## src/rtl/coin_credit.sv

```systemverilog
`default_nettype none
// ============================================================================
//  Module   : coin_credit
//  Purpose  : Payment stage in front of the wash-cycle controller. Latches the
//             selected wash mode, counts coin insertions against that mode's
//             price, and returns excess or cancelled credit as coin-return
//             pulses. Holds 'paid' until the controller reports cycle_done.
//  Revision : 1.0 - initial release
// ----------------------------------------------------------------------------
//  Optional feature macro: PAY_TIMEOUT_EN
//    When defined, COLLECT refunds and aborts after TIMEOUT cycles without a
//    coin. When undefined, COLLECT waits indefinitely.
// ----------------------------------------------------------------------------
//  Ports
//    clk        in   system tick clock (190 Hz)
//    rst        in   asynchronous, active-high reset
//    coin       in   debounced coin level, one coin per rising edge
//    mode1..3   in   debounced mode select levels
//    cancel     in   user cancel level
//    cycle_done in   one-cycle pulse from controller at end of cycle
//    paid       out  payment complete (level)
//    mode_sel   out  latched mode: 0 = none, 1, 2, 3
//    credit     out  current credit
//    coin_rtrn  out  one-cycle pulse per returned coin
//    Error      out  one-cycle pulse on invalid (multiple) mode selection
// ============================================================================
module coin_credit #(
  parameter int unsigned PRICE1     = 2,
  parameter int unsigned PRICE2     = 3,
  parameter int unsigned PRICE3     = 4,
  parameter int unsigned CREDIT_MAX = 9,
  parameter int unsigned CW         = 4,
  parameter int unsigned TIMEOUT    = 1900,
  parameter int unsigned TW         = 11
) (
  input  logic          clk,
  input  logic          rst,
  input  logic          coin,
  input  logic          mode1,
  input  logic          mode2,
  input  logic          mode3,
  input  logic          cancel,
  input  logic          cycle_done,
  output logic          paid,
  output logic [1:0]    mode_sel,
  output logic [CW-1:0] credit,
  output logic          coin_rtrn,
  output logic          Error
);

  typedef enum logic [1:0] {
    S_IDLE    = 2'd0,
    S_COLLECT = 2'd1,
    S_PAID    = 2'd2,
    S_RETURN  = 2'd3
  } state_t;

  // Return count is one bit wider than credit so a full refund plus a few
  // rejected coins never overflows in practice; it saturates regardless.
  localparam int unsigned   RW           = CW + 1;
  localparam int unsigned   AW           = RW + 1;
  localparam int unsigned   SW           = AW + 1;
  localparam logic [RW-1:0] C_RET_MAX    = {RW{1'b1}};
  localparam logic [CW-1:0] C_PRICE1     = CW'(PRICE1);
  localparam logic [CW-1:0] C_PRICE2     = CW'(PRICE2);
  localparam logic [CW-1:0] C_PRICE3     = CW'(PRICE3);
  localparam logic [CW-1:0] C_CREDIT_MAX = CW'(CREDIT_MAX);

  // Reject parameter sets the datapath cannot represent.
  if ((CREDIT_MAX < PRICE1) || (CREDIT_MAX < PRICE2) || (CREDIT_MAX < PRICE3) ||
      (CREDIT_MAX >= (1 << CW)) || (TIMEOUT < 2) || (TIMEOUT > (1 << TW)))
  begin : g_cfg_check
    $error("coin_credit: illegal parameter combination");
  end

  // Registered state and outputs
  state_t        state_q, state_d;
  logic          coin_q;
  logic          multi_q;
  logic          paid_q, paid_d;
  logic [1:0]    mode_q, mode_d;
  logic [CW-1:0] credit_q, credit_d;
  logic          rtrn_q;
  logic          err_q, err_d;
  logic [RW-1:0] ret_q, ret_d;

  // Combinational helpers
  logic          w_coin_edge;
  logic [1:0]    w_sel_cnt;
  logic          w_one_sel;
  logic          w_multi;
  logic [1:0]    w_sel_mode;
  logic [CW-1:0] w_price;
  logic          w_credit_full;
  logic [CW-1:0] w_credit_inc;
  logic          w_tmo_hit;
  logic          w_abort;
  logic          w_reach;
  logic          w_dec;
  logic [AW-1:0] w_ret_add;
  logic [SW-1:0] w_ret_sum;

  assign w_coin_edge = coin & ~coin_q;

  assign w_sel_cnt  = {1'b0, mode1} + {1'b0, mode2} + {1'b0, mode3};
  assign w_one_sel  = (w_sel_cnt == 2'd1);
  assign w_multi    = (w_sel_cnt >= 2'd2);
  assign w_sel_mode = mode1 ? 2'd1 : (mode2 ? 2'd2 : 2'd3);

  always_comb begin
    w_price = C_PRICE1;
    case (mode_q)
      2'd2:    w_price = C_PRICE2;
      2'd3:    w_price = C_PRICE3;
      default: w_price = C_PRICE1;
    endcase
  end

  // Credit after this cycle's coin; a coin at saturation is refunded instead.
  assign w_credit_full = (credit_q >= C_CREDIT_MAX);
  assign w_credit_inc  = (w_coin_edge && !w_credit_full) ? credit_q + CW'(1) : credit_q;

  assign w_abort = cancel | w_tmo_hit;
  assign w_reach = (w_credit_inc >= w_price);

  // Drain: pulse only when the previous cycle was a gap, giving 1-on/1-off.
  assign w_dec = (ret_q != '0) && !rtrn_q;

  // Coins to be added to the return count this cycle.
  always_comb begin
    w_ret_add = '0;
    case (state_q)
      S_COLLECT: begin
        w_ret_add = {{(AW-1){1'b0}}, w_coin_edge & w_credit_full};
        if (w_abort) begin
          w_ret_add = w_ret_add + AW'(w_credit_inc);
        end else if (w_reach) begin
          w_ret_add = w_ret_add + AW'(w_credit_inc - w_price);
        end
      end
      default: w_ret_add = {{(AW-1){1'b0}}, w_coin_edge};
    endcase
  end

  // w_dec implies ret_q >= 1, so the subtraction cannot underflow.
  assign w_ret_sum = SW'(ret_q) + SW'(w_ret_add) - SW'(w_dec);
  assign ret_d     = (w_ret_sum > SW'(C_RET_MAX)) ? C_RET_MAX : w_ret_sum[RW-1:0];

  // Next-state logic
  always_comb begin
    state_d  = state_q;
    paid_d   = paid_q;
    mode_d   = mode_q;
    credit_d = credit_q;
    err_d    = 1'b0;
    case (state_q)
      S_IDLE: begin
        if (w_one_sel) begin
          mode_d  = w_sel_mode;
          state_d = S_COLLECT;
        end else if (w_multi && !multi_q) begin
          // One pulse per invalid selection, even if it is held.
          err_d = 1'b1;
        end
      end
      S_COLLECT: begin
        credit_d = w_credit_inc;
        if (w_abort) begin
          credit_d = '0;
          mode_d   = 2'd0;
          state_d  = S_RETURN;
        end else if (w_reach) begin
          credit_d = w_price;
          paid_d   = 1'b1;
          state_d  = S_PAID;
        end
      end
      S_PAID: begin
        if (cycle_done) begin
          credit_d = '0;
          mode_d   = 2'd0;
          paid_d   = 1'b0;
          state_d  = (ret_d != '0) ? S_RETURN : S_IDLE;
        end
      end
      S_RETURN: begin
        if (ret_d == '0) begin
          state_d = S_IDLE;
        end
      end
      default: state_d = S_IDLE;
    endcase
  end

  always_ff @(posedge clk or posedge rst) begin
    if (rst) begin
      state_q  <= S_IDLE;
      coin_q   <= 1'b0;
      multi_q  <= 1'b0;
      paid_q   <= 1'b0;
      mode_q   <= 2'd0;
      credit_q <= '0;
      rtrn_q   <= 1'b0;
      err_q    <= 1'b0;
      ret_q    <= '0;
    end else begin
      state_q  <= state_d;
      coin_q   <= coin;
      multi_q  <= w_multi;
      paid_q   <= paid_d;
      mode_q   <= mode_d;
      credit_q <= credit_d;
      rtrn_q   <= w_dec;
      err_q    <= err_d;
      ret_q    <= ret_d;
    end
  end

`ifdef PAY_TIMEOUT_EN
  // Idle-time counter for COLLECT; cleared by every coin and outside COLLECT.
  localparam logic [TW-1:0] C_TMO_LAST = TW'(TIMEOUT - 1);
  logic [TW-1:0] tmo_q;

  assign w_tmo_hit = (state_q == S_COLLECT) && !w_coin_edge && (tmo_q == C_TMO_LAST);

  always_ff @(posedge clk or posedge rst) begin
    if (rst) begin
      tmo_q <= '0;
    end else if ((state_q == S_COLLECT) && (state_d == S_COLLECT) && !w_coin_edge) begin
      tmo_q <= tmo_q + TW'(1);
    end else begin
      tmo_q <= '0;
    end
  end
`else
  assign w_tmo_hit = 1'b0;
`endif

  assign paid      = paid_q;
  assign mode_sel  = mode_q;
  assign credit    = credit_q;
  assign coin_rtrn = rtrn_q;
  assign Error     = err_q;

endmodule
`default_nettype wire

```

## config.mk

```make
export PLATFORM = sky130hd
export DESIGN_NAME = coin_credit
export DESIGN_NICKNAME = d
export VERILOG_FILES = /design/src/rtl/coin_credit.sv
export SDC_FILE = /design/constraint.sdc
export NUM_CORES = 1
export LEC_CHECK = 0
export BUFFER_PORTS_ARGS = -buffer_cell sky130_fd_sc_hd__buf_2
export CORE_MARGIN = 3
export CORE_UTILIZATION = 50
export CTS_CLUSTER_DIAMETER = 30
export DETAILED_ROUTE_END_ITERATION = 10
export PLACE_DENSITY = 0.66
export REMOVE_ABC_BUFFERS = 1
export SETUP_SLACK_MARGIN = 0.05
export SLEW_MARGIN = 10
export SYNTH_ARGS = -nofsm -noshare
export SYNTH_HDL_FRONTEND = slang
export SYNTH_SLANG_ARGS = --single-unit
```

## constraint.sdc

```tcl
create_clock -name clk -period 8.05 [get_ports clk]
set_input_delay 0.4025 -clock clk [delete_from_list [all_inputs] [get_ports clk]]
set_output_delay 0.4025 -clock clk [all_outputs]
set_load 0.1 [all_outputs]
```

==> results, run 1 <==
- The flow ran to the end, and the final reports show no timing, DRC or antenna violations.
- The fraction of the mapped netlist area in compound gates is 0.176.
- The maximum number of pins on one net before global-route repair is 19.
- The share of synthesized cell area in and, or, nand and nor gates is 0.191.
- Measured against its own limit, the worst slew margin works out to 0.517.
- The synthesized area per cell is 8.80 um2.
- The number of instances in the placed design is 258.
- The number of enable flip-flop cells after synthesis is 0.
- The number of maximum-capacitance constraint violations is 0.
- The mapped cell area is 1750 um2.
- 0 antenna diodes ended up in the layout.
- The capture instance of the worst register-to-register path is state_q[0].
- The top cell types in the final layout, fill and taps aside, are 27 x sky130_fd_sc_hd__inv_1, 24 x sky130_fd_sc_hd__ha_1, 18 x sky130_fd_sc_hd__dfrtp_1.
- The number of global-route vias before repair came to 1389.
- The count of routing violations after the opening detailed-route iteration is 89.
- The final critical path time including I/O delays and setup is 6140 ps.
- The cell count after synthesis came out at 199.
- The remaining design rule violation count is 0.
- At the end of the flow the core is filled with cells to 0.599.
- Across the routed clock network, the largest skew measured is 1.87 ps.
- The library cell used most frequently in the layout, excluding fill and tap cells, is sky130_fd_sc_hd__inv_1.
- The xor and xnor fraction of the mapped netlist area is 0.0693.
- Setup slack closes at 1910 ps.
- Yosys mapped the design onto 52 distinct sky130hd cell types.
- The most used flip-flop cell after synthesis is sky130_fd_sc_hd__dfrtp_1.
- Dividing the final minimum period by the clock period gives 0.762.
- The signed area change from the synthesized netlist to the final layout is 9.57%.
- The effective utilization at floorplan is 0.547.
- In this run, post-CTS hold repair placed 0 buffers.
- The number of buffers inserted to repair setup after CTS is 0.
- The count of port buffers added during placement is 16.
- Setup violations remaining at the end of the flow were counted as 0.
- The total number of clock tree sinks is 18.
- The root buffer cell chosen for the clock tree is sky130_fd_sc_hd__clkbuf_4.
- The multiplexer share of the synthesized area is 0.0507.
- The max-slew violation count is 0.
- The critical path starts at credit[1].
- The critical path startpoint category is a flip-flop.
- Counting flops and latches in the post-synthesis netlist gives 18.
- The setup slack at placement is 1970 ps.
- The worst register-to-register path has a depth of 24.
- In the final layout, the share of cells above drive strength 1 is 0.142.
- The startpoint of the most critical register-to-register path is credit[1].
- The final hold violation count is 0.
- The peak clock frequency supported by timing is 0.163 GHz.
- The insertion delay to the later sink of the worst-skew pair is 290 ps.
- The half-perimeter wire length after placement is 3140 um.
- The remaining number of nets flagged by the antenna check after routing is 0.
- Once the clock tree was built, the resizer swapped 0 gates to a different size.
- The global placer's final weighted congestion is 0.879.
- The final routed wirelength across all metal layers is 3770 um.
- Setup slack on the worst reg-to-reg path comes out at 1910 ps.
- For this run, the post-layout net count is 253.
- The cell row count is 20.
- In this run the standard cell core region covers 3200 um2.
- The count of non-filler cells in the finished layout is 262.
- For the pin with the worst max-slew slack, the measured transition is 721 ps.
- The total routing resource utilization after global routing is 0.192.
- The sequential element share of the synthesized area is 0.257.
- The setup TNS after final layout is 0 ps.
- The library cell with the largest summed area after synthesis is sky130_fd_sc_hd__dfrtp_1.
- After clock tree synthesis, the clock-pin slew on the worst setup and hold paths is 100 ps.
- Yosys printed 0 warnings.
- Of all flip-flops after synthesis, the portion carrying an async set or reset was 1.00.
- The largest buffer count on any clock path is 2.
- The detailed-route vias per instance is 5.61.
- The adder-cell share of the synthesized area is 0.194.
- The area fraction of the dominant cell type after synthesis is 0.257.
- The final routed wire length divided by cell count is 14.4 um.
- The routed via count is 1471.
- The total overflow left after global routing is 0.
- For this run, the detailed router's first-pass iteration total came to 4.
- The first-pass GRT wire length is 6310 um.
- The path class of the lowest-slack min-delay path is input pin to async pin.
- STA puts the critical path data required time at 8260 ps.
- During I/O placement, the number of pins put on the boundary was 17.
- In this run the vertical extent of the chip is 65.2 um.
- The arrival time reported for the critical path endpoint is 6350 ps.
- The worst setup path is captured at a flip-flop.
- Setup repair after global routing left no endpoint under its margin.
- The floorplan die width is 65.2 um.
- The number of antenna violations at the first check in global routing was 0.
- Yosys attributes the largest share of cell area to sky130_fd_sc_hd__dfrtp_1 26%, sky130_fd_sc_hd__ha_1 17%, sky130_fd_sc_hd__inv_1 5.8%.
- Of all nets on the critical path, the largest fanout is 7.
- The full die area is 4250 um2.
- The dominant combinational cell family by area after synthesis is adder cells.
- The critical path class is flip-flop to flip-flop.
- Counting the buffers created by CTS gives 3.
- The number of H-tree branching levels is 1.
- In this run the worst setup path terminates at state_q[0].
- The clock tree from TritonCTS is done.
==> Yosys cell counts, types with 2 or more instances <==
cell type	number
sky130_fd_sc_hd__fa_1	2
sky130_fd_sc_hd__a22o_1	2
sky130_fd_sc_hd__dfrtp_1	18
sky130_fd_sc_hd__or3_1	2
sky130_fd_sc_hd__nand2_1	12
sky130_fd_sc_hd__ha_1	24
sky130_fd_sc_hd__mux2i_1	4
sky130_fd_sc_hd__o21ai_0	8
sky130_fd_sc_hd__o21bai_1	2
sky130_fd_sc_hd__and2_1	3
sky130_fd_sc_hd__a21oi_1	14
sky130_fd_sc_hd__xnor2_1	7
sky130_fd_sc_hd__inv_1	27
sky130_fd_sc_hd__nor2_1	13
sky130_fd_sc_hd__nor3b_1	2
sky130_fd_sc_hd__nand3_1	6
sky130_fd_sc_hd__nor2b_1	4
sky130_fd_sc_hd__nand2b_1	6
sky130_fd_sc_hd__a2bb2oi_1	2
sky130_fd_sc_hd__xor2_1	5
sky130_fd_sc_hd__a32oi_1	2
sky130_fd_sc_hd__nor3_1	4
==> worst min path at each step <==
stage / endpoint / slack [ps] / depth (start not counted)
4_1_cts: mode_sel[0] / 200 / 2
6_report: mode_sel[0] / 180 / 2
5_1_grt: ret_q[1] / 220 / 2
2_1_floorplan: Error / 340 / 1
3_5_place_dp: Error / 400 / 1
3_3_place_gp: Error / 390 / 1
==> flip-flops by register name, summed over array words and instances, names as in the netlist <==
register / count
state_q: 2
Error: 1
multi_q: 1
credit: 4
paid: 1
coin_rtrn: 1
mode_sel: 2
coin_q: 1
ret_q: 5
==> critical path: stages, from the launching register on <==
cell,delay [ps]
sky130_fd_sc_hd__dfrtp_1,500
sky130_fd_sc_hd__inv_1,120
sky130_fd_sc_hd__ha_1,200
sky130_fd_sc_hd__or3b_4,400
sky130_fd_sc_hd__a21oi_4,250
sky130_fd_sc_hd__mux2i_4,350
sky130_fd_sc_hd__xnor2_2,130
sky130_fd_sc_hd__ha_1,290
sky130_fd_sc_hd__a221o_1,410
sky130_fd_sc_hd__a31oi_1,570
sky130_fd_sc_hd__nor2_1,240
sky130_fd_sc_hd__a21oi_1,200
sky130_fd_sc_hd__ha_1,130
sky130_fd_sc_hd__inv_1,40
sky130_fd_sc_hd__ha_1,190
sky130_fd_sc_hd__fa_1,410
sky130_fd_sc_hd__a21oi_1,180
sky130_fd_sc_hd__nor2_1,70
sky130_fd_sc_hd__nor2_1,170
sky130_fd_sc_hd__o21bai_1,100
sky130_fd_sc_hd__a21oi_1,280
sky130_fd_sc_hd__nor3_1,100
sky130_fd_sc_hd__mux2_4,280
sky130_fd_sc_hd__or2_0,220
sky130_fd_sc_hd__a32oi_1,200
==> kinds of logic after synthesis <==
family | after synthesis
buffers and inverters | 29
and+or+nand+nor | 62
xor gates and xnor gates | 13
DFF | 18
muxes | 7
adders and majority gates | 26
AOI/OAI and AO/OA | 44
==> metal layers <==
metal	vias up	track usage	part of all wire
met2	31	0.336	0.51
met5	-	0	0
li1	734	-	-
met4	0	0.0596	0.014
met3	6	0.0308	0.035
met1	700	0.241	0.44
==> area by class of cell <==
type                       count  area (um2)
inverter                      28         105
timing repair buffer          16        80.1
fill                         319        1280
tap                           44        55.1
multi-input combinational    152        1190
clock buffer                   4        36.3
sequential                    18         450
==> per-stage QoR <==
step           instance area, um2  hold slack, ps
2_1_floorplan                1750             341
3_3_place_gp                 1880             386
3_5_place_dp                 1880             399
4_1_cts                      1920             205
5_1_grt                      1920             220
6_report                     1920             180
Power of run 1 is not shown: default switching activity piles up to over one toggle a cycle in this logic, so the estimate is an artifact.
==> run 2: changes to the inputs <==
PLACE_DENSITY = 0.69   (was 0.66)
clock period = 4.9 ns   (was 8.05 ns; I/O delays follow)
==> run 2 against run 1 <==
Against the previous run:
- the run now ends with setup timing left
- routed wire length rose by 36%
- critical endpoint unchanged
- highest routed layer unchanged
- final cell count rose by 17%
- flip-flop and latch count stayed put
- utilization grew 18 points
==> results, run 2 (synthesis results as in run 1) <==
- At the worst endpoint, the arrival time is 5380 ps.
- The floorplan die width is 65.2 um.
- The first detailed-routing pass ran for 4 iterations.
- The peak clock frequency supported by timing is 0.192 GHz.
- The final critical path time including I/O delays and setup is 5210 ps.
- The full die area is 4250 um2.
- The first routing iteration left 149 violations.
- The worst setup path is captured at a flip-flop.
- Setup slack on the worst reg-to-reg path comes out at -310 ps.
- Clock tree synthesis inserted a total of 3 buffers.
- In the final routed layout, each cell accounts on average for 16.7 um.
- The ratio of cells with drive above 1 in the final layout is 0.430.
- Across the run, the number of max-cap violations was 0.
- Along the worst path, the maximum fanout reaches 5.
- The clock slew seen by the registers of the worst setup and hold paths is 100 ps.
- The path class of the lowest-slack min-delay path is input pin to async pin.
- The number of antenna violations at the first check in global routing is 0.
- The routed design uses 2810 um of met2 wire.
- After detailed routing, no signal wire sits above met4.
- Hold repair after CTS inserted 0 buffers.
- The flow ran to the end, but the final reports show violations.
- The signed area change from the synthesized netlist to the final layout is 42.4%.
- The congestion estimate from routability-driven global placement came to 0.901.
- For this design the top-level I/O count stands at 17.
- The largest individual stage delay along the critical path comes from the cell sky130_fd_sc_hd__dfrtp_1.
- The endpoint identified for the worst register-to-register timing path is state_q[0].
- The routed via count is 1743.
- The worst setup path is launched from a flip-flop.
- The insertion delay to the later sink of the worst-skew pair is 290 ps.
- After routing the design area is 2490 um2.
- The largest buffer count on any clock path is 2.
- The total number of clock tree sinks is 18.
- The floorplan step defined a core boundary enclosing 3200 um2.
- The repair_antennas step left the layout with diodes totalling 0.
- The sum of routed wire segments on met1 is 2060 um.
- The library cell used most frequently in the layout, excluding fill and tap cells, is sky130_fd_sc_hd__buf_4.
- The cell row count is 20.
- The largest single stage delay on the critical path is 440 ps.
- For this run, the total global-route usage over all layers was measured as 0.231.
- The cell class contributing the biggest share of worst-path delay is compound AO/OA/AOI/OAI gates.
- For this configuration, the core starts out at a cell density of 0.547.
- The total buffers and inverters traversed by the critical path is 5.
- Port buffering added 16 buffers.
- The top cell types in the final layout, fill and taps aside, are 46 x sky130_fd_sc_hd__buf_4, 22 x sky130_fd_sc_hd__inv_1, 18 x sky130_fd_sc_hd__dfrtp_1, 18 x sky130_fd_sc_hd__ha_1, 16 x sky130_fd_sc_hd__buf_2.
- The number of H-tree branching levels is 1.
- The ratio of final minimum period to clock period is 1.06.
- The aggregate global routing overflow is 0.
- The detailed route wirelength on metal3 is 150 um.
- The first-pass GRT wire length is 7730 um.
- For this run, design rule violations remaining after detail routing come to 0.
- The tree is rooted in a sky130_fd_sc_hd__clkbuf_4.
- The placed cell area is 2100 um2.
- In this run the critical register-to-register path is launched from credit[0].
- Setup violations remaining at the end of the flow were counted as 4.
- The register with the most flip-flops in the layout has 5 of them.
- For the pin with the worst max-slew slack, the measured transition is 650 ps.
- The critical path runs through a total of 29 cells.
- The final routed wirelength across all metal layers is 5130 um.
- Dividing the detail-routed via count by the number of cells gives 5.68.
- The filler cells instantiated in the layout total 235.
- The max-slew headroom at the worst pin is 0.566.
- The HPWL after detailed placement is 3590 um.
- The final reports fail on setup timing.
- The max-slew violation count is 0.
- The die height is 65.2 um.
- The maximum number of pins on one net before global-route repair is 19.
- The clock tree from TritonCTS is done.
- The setup slack at placement is -341 ps.
- The critical path is of the flip-flop to flip-flop type.
- For the worst setup path, the data required time is 5080 ps.
- The final hold violation count came to 0.
- The count of nets left with antenna violations once routing finished came out at 0.
- Setup repair after global routing could not meet its margin everywhere.
- The final-stage net count is 299.
- For this run, the share of the core covered by cells in the final layout is 0.779.
- More flip-flops sit in one register than any other, and that register is ret_q.
- The path depth of the worst reg2reg path is 29.
- Setup slack on the critical path of the routed design comes to -307 ps.
- The number of global-route vias before repair is 1691.
- Clock skew on the completed layout was measured at 5.39 ps.
-- run 2: metrics by stage --
step | hold WS [ps] | TNS, ps | std cells
final | 24.8 | -710 | 307
after global routing | 88.5 | -2230 | 307
after CTS | 46.1 | -296 | 295
after detailed placement | 360 | -1420 | 287
after global placement | 364 | -330 | 287
after floorplan | 184 | -6500 | 198
-- run 2: cell type report --
type,instances,area [um2],area share
Tap cell,44,55.1,0.0221
Sequential cell,18,450,0.181
Inverter,28,108,0.0432
Timing Repair Buffer,62,425,0.171
Clock buffer,3,22.5,0.00903
Multi-Input combinational cell,152,1430,0.575
-- run 2: how the worst max path moves through the flow --
stage / startpoint / end
final: credit[0] / state_q[0]
after global routing: credit[0] / state_q[0]
after CTS: credit[0] / state_q[0]
after detailed placement: credit[1] / state_q[0]
after global placement: credit[1] / state_q[0]
after floorplan: credit[1] / state_q[0]
-- run 2: what timing repair did --
| action | CTS | global route |
|---|---|---|
| pin swaps | 23 | 25 |
| endpoints found under the setup margin | 7 | 7 |
| hold endpoints to repair | 0 | 0 |
| setup buffers | 5 | 12 |
| gates resized for setup | 17 | 32 |
-- run 2: routing by layer --
layer,global-route usage,up-vias
li1,-,824
met1,0.275,852
met2,0.441,50
met3,0.0410,17
met4,0.0259,0
met5,0,-
Power of run 2 is left out for the same reason.
==> run 3: changes to the inputs <==
TNS_END_PERCENT = 5   (was unset)
==> run 3 against run 2 <==
Against the previous run:
- the run still ends with setup timing left
- register-to-register slack better by 50 ps
- final cell count down 0.98%
- worst hold slack better by 1.5 ps
- routed wire length down 4.4%
- via count down 2.2%
- first-iteration DRC count down 19%
- maximum frequency up 0.90%
- setup slack better by 47 ps
- design area down 2.6%
- clock skew down 0.80 ps
- critical path type unchanged
- largest cell class unchanged
==> results, run 3 (synthesis results as in run 1) <==
- The capturing element of the worst setup path is state_q[0].
- The number of antenna violations at the first check in global routing is 0.
- The final hold violation count is 0.
- The ratio of cells with drive above 1 in the final layout is 0.404.
- The signed area change from the synthesized netlist to the final layout is 38.7%.
- The effective utilization at floorplan is 0.547.
- The die covers 4250 um2.
- The number of filler cells placed in the layout is 246.
- The largest fanout of any net on the critical path is 5.
- Setup repair after global routing could not meet its margin everywhere.
- The first detailed-routing pass took 4 iterations.
- The flow ran to the end, but the final reports show violations.
- The first global-routing pass estimated 7670 um of wire.
- Pin placement for this block handled 17 I/O pins.
- Once routing completed, OpenROAD measured the worst setup slack at -261 ps.
- Across the run, the number of max-cap violations was 0.
- The total stage count of the critical path is 28.
- The critical path's largest stage delay is 440 ps.
- The number of global-route vias before repair was 1686.
- The count of routing violations after the opening detailed-route iteration is 120.
- The total number of clock tree sinks is 18.
- After routing, the total negative slack on setup checks comes to -510 ps.
- Using the TritonRoute via totals, the vias-per-cell ratio works out to 5.61.
- Counting cells, the worst reg-to-reg path comes to 28.
- Signal routing reaches up to met4.
- After detailed routing, the met3 layer carries 184 um of wire.
- More flip-flops sit in one register than any other, and that register is ret_q.
- The remaining number of nets flagged by the antenna check after routing is 0.
- The global placer's final weighted congestion is 0.901.
- At the pin with the least slew margin, the transition time is 655 ps.
- The max-slew violation count is 0.
- STA puts the critical path data arrival time at 5380 ps.
- The final-stage net count is 296.
- Counting along the longest clock path gives a buffer depth of 2.
- The wire-length estimate of the detail-placed layout is 3590 um.
- The max-slew headroom at the worst pin is 0.563.
- The library cells used most frequently in the layout, excluding fill and tap cells, are 43 x sky130_fd_sc_hd__buf_4, 22 x sky130_fd_sc_hd__inv_1, 18 x sky130_fd_sc_hd__dfrtp_1, 18 x sky130_fd_sc_hd__ha_1, 16 x sky130_fd_sc_hd__buf_2.
- The final routed wire length divided by cell count is 16.1 um.
- The final non-filler cell area is 2430 um2.
- The clock tree from TritonCTS is done.
- The count of endpoints failing setup in the final report is 6.
- After clock tree synthesis, the clock-pin slew on the worst setup and hold paths is 100 ps.
- The detailed-routed wire length on met2 is 2640 um.
- The aggregate global routing overflow is 0.
- In this run the worst hold path is classified as input pin to async pin.
- The ratio of final minimum period to clock period is 1.05.
- The most critical setup path has its startpoint at credit[0].
- Between clock sinks in the finished design, the worst skew comes to 4.59 ps.
- The cell with the largest stage delay on the worst path is sky130_fd_sc_hd__dfrtp_1.
- The remaining design rule violation count is 0.
- On the critical path the largest part of the delay comes from compound AO/OA/AOI/OAI gates.
- The library cell used most frequently in the layout, excluding fill and tap cells, is sky130_fd_sc_hd__buf_4.
- Setup slack on the worst reg-to-reg path comes out at -260 ps.
- In this run the number of H-tree levels came out at 1.
- The number of flip-flops under the largest register name is 5.
- The required arrival time at the worst endpoint is 5120 ps.
- The worst setup path is captured at a flip-flop.
- Across all layers, the routed design uses 1705 vias.
- Entering global routing, the biggest net connects 19 pins.
- The capture instance of the worst register-to-register path is state_q[0].
- The final reports fail on setup timing.
- The detailed router put a total of 2000 um of wire on met1.
- The startpoint of the most critical register-to-register path is credit[0].
- The total routing resource utilization after global routing is 0.229.
- The critical path startpoint category is a flip-flop.
- The cell row count is 20.
- The count of port buffers added during placement is 16.
- The placed cell area is 2100 um2.
- The area of the core region is 3200 um2.
- At the later pin of the worst-skew pair, clock insertion delay measures 290 ps.
- The total buffers and inverters traversed by the critical path is 4.
- The final critical path time including I/O delays and setup is 5160 ps.
- The die is 65.2 um wide.
- In this run the vertical extent of the chip is 65.2 um.
- The number of antenna diodes in the final layout is 0.
- After detailed routing, the total wire length is 4900 um.
- Based on the critical path, the design can be clocked at up to 0.194 GHz.
- The number of clock buffers inserted by TritonCTS is 3.
- The root buffer cell chosen for the clock tree is sky130_fd_sc_hd__clkbuf_4.
- The total of hold buffers inserted after clock tree synthesis is 0.
- By startpoint and endpoint, the worst setup path is classified as flip-flop to flip-flop.
[run 3: cell count changes in the layout (fill, tap and decap cells not counted), sizes merged]
cell / delta
buf: -3
[run 3: repair_timing]
item / CTS / global route
buffers inserted: 5 / 9
cloned: 0 / 0
endpoints found under the setup margin: 7 / 7
pin swaps: 23 / 19
resized for setup: 15 / 25
[run 3: layout make-up]
class                   instances  area [um2]  area share
multi-input cells             152        1390       0.573
repair buffers                 59         403       0.166
clock buffers                   3        22.5     0.00927
flip-flops and latches         18         450       0.185
well taps                      44        55.1      0.0227
inverters                      28         108      0.0443
[run 3: worst min path at each step]
| stage | startpoint | end | slack [ps] | cells after the start |
|---|---|---|---|---|
| floorplan | rst | Error | 180 | 1 |
| global placement | rst | multi_q | 360 | 2 |
| detailed placement | rst | multi_q | 360 | 2 |
| CTS | rst | multi_q | 50 | 2 |
| global route | rst | paid | 90 | 2 |
| finish | rst | paid | 30 | 2 |
[run 3: layer usage]
metal	track usage	vias up
met5	0	-
met4	0.0259	0
met3	0.0410	10
met2	0.439	51
met1	0.271	827
li1	-	817
[run 3: per-stage QoR]
step	utilization	instances	setup slack, ps	hold slack (ps)
finish	0.759	304	-261	26.3
global route	0.759	304	-533	88.5
CTS	0.691	295	-161	46.1
detailed placement	0.656	287	-341	360
global placement	0.656	287	-166	364
floorplan	-	198	-1210	184
Power of run 3 is left out for the same reason.
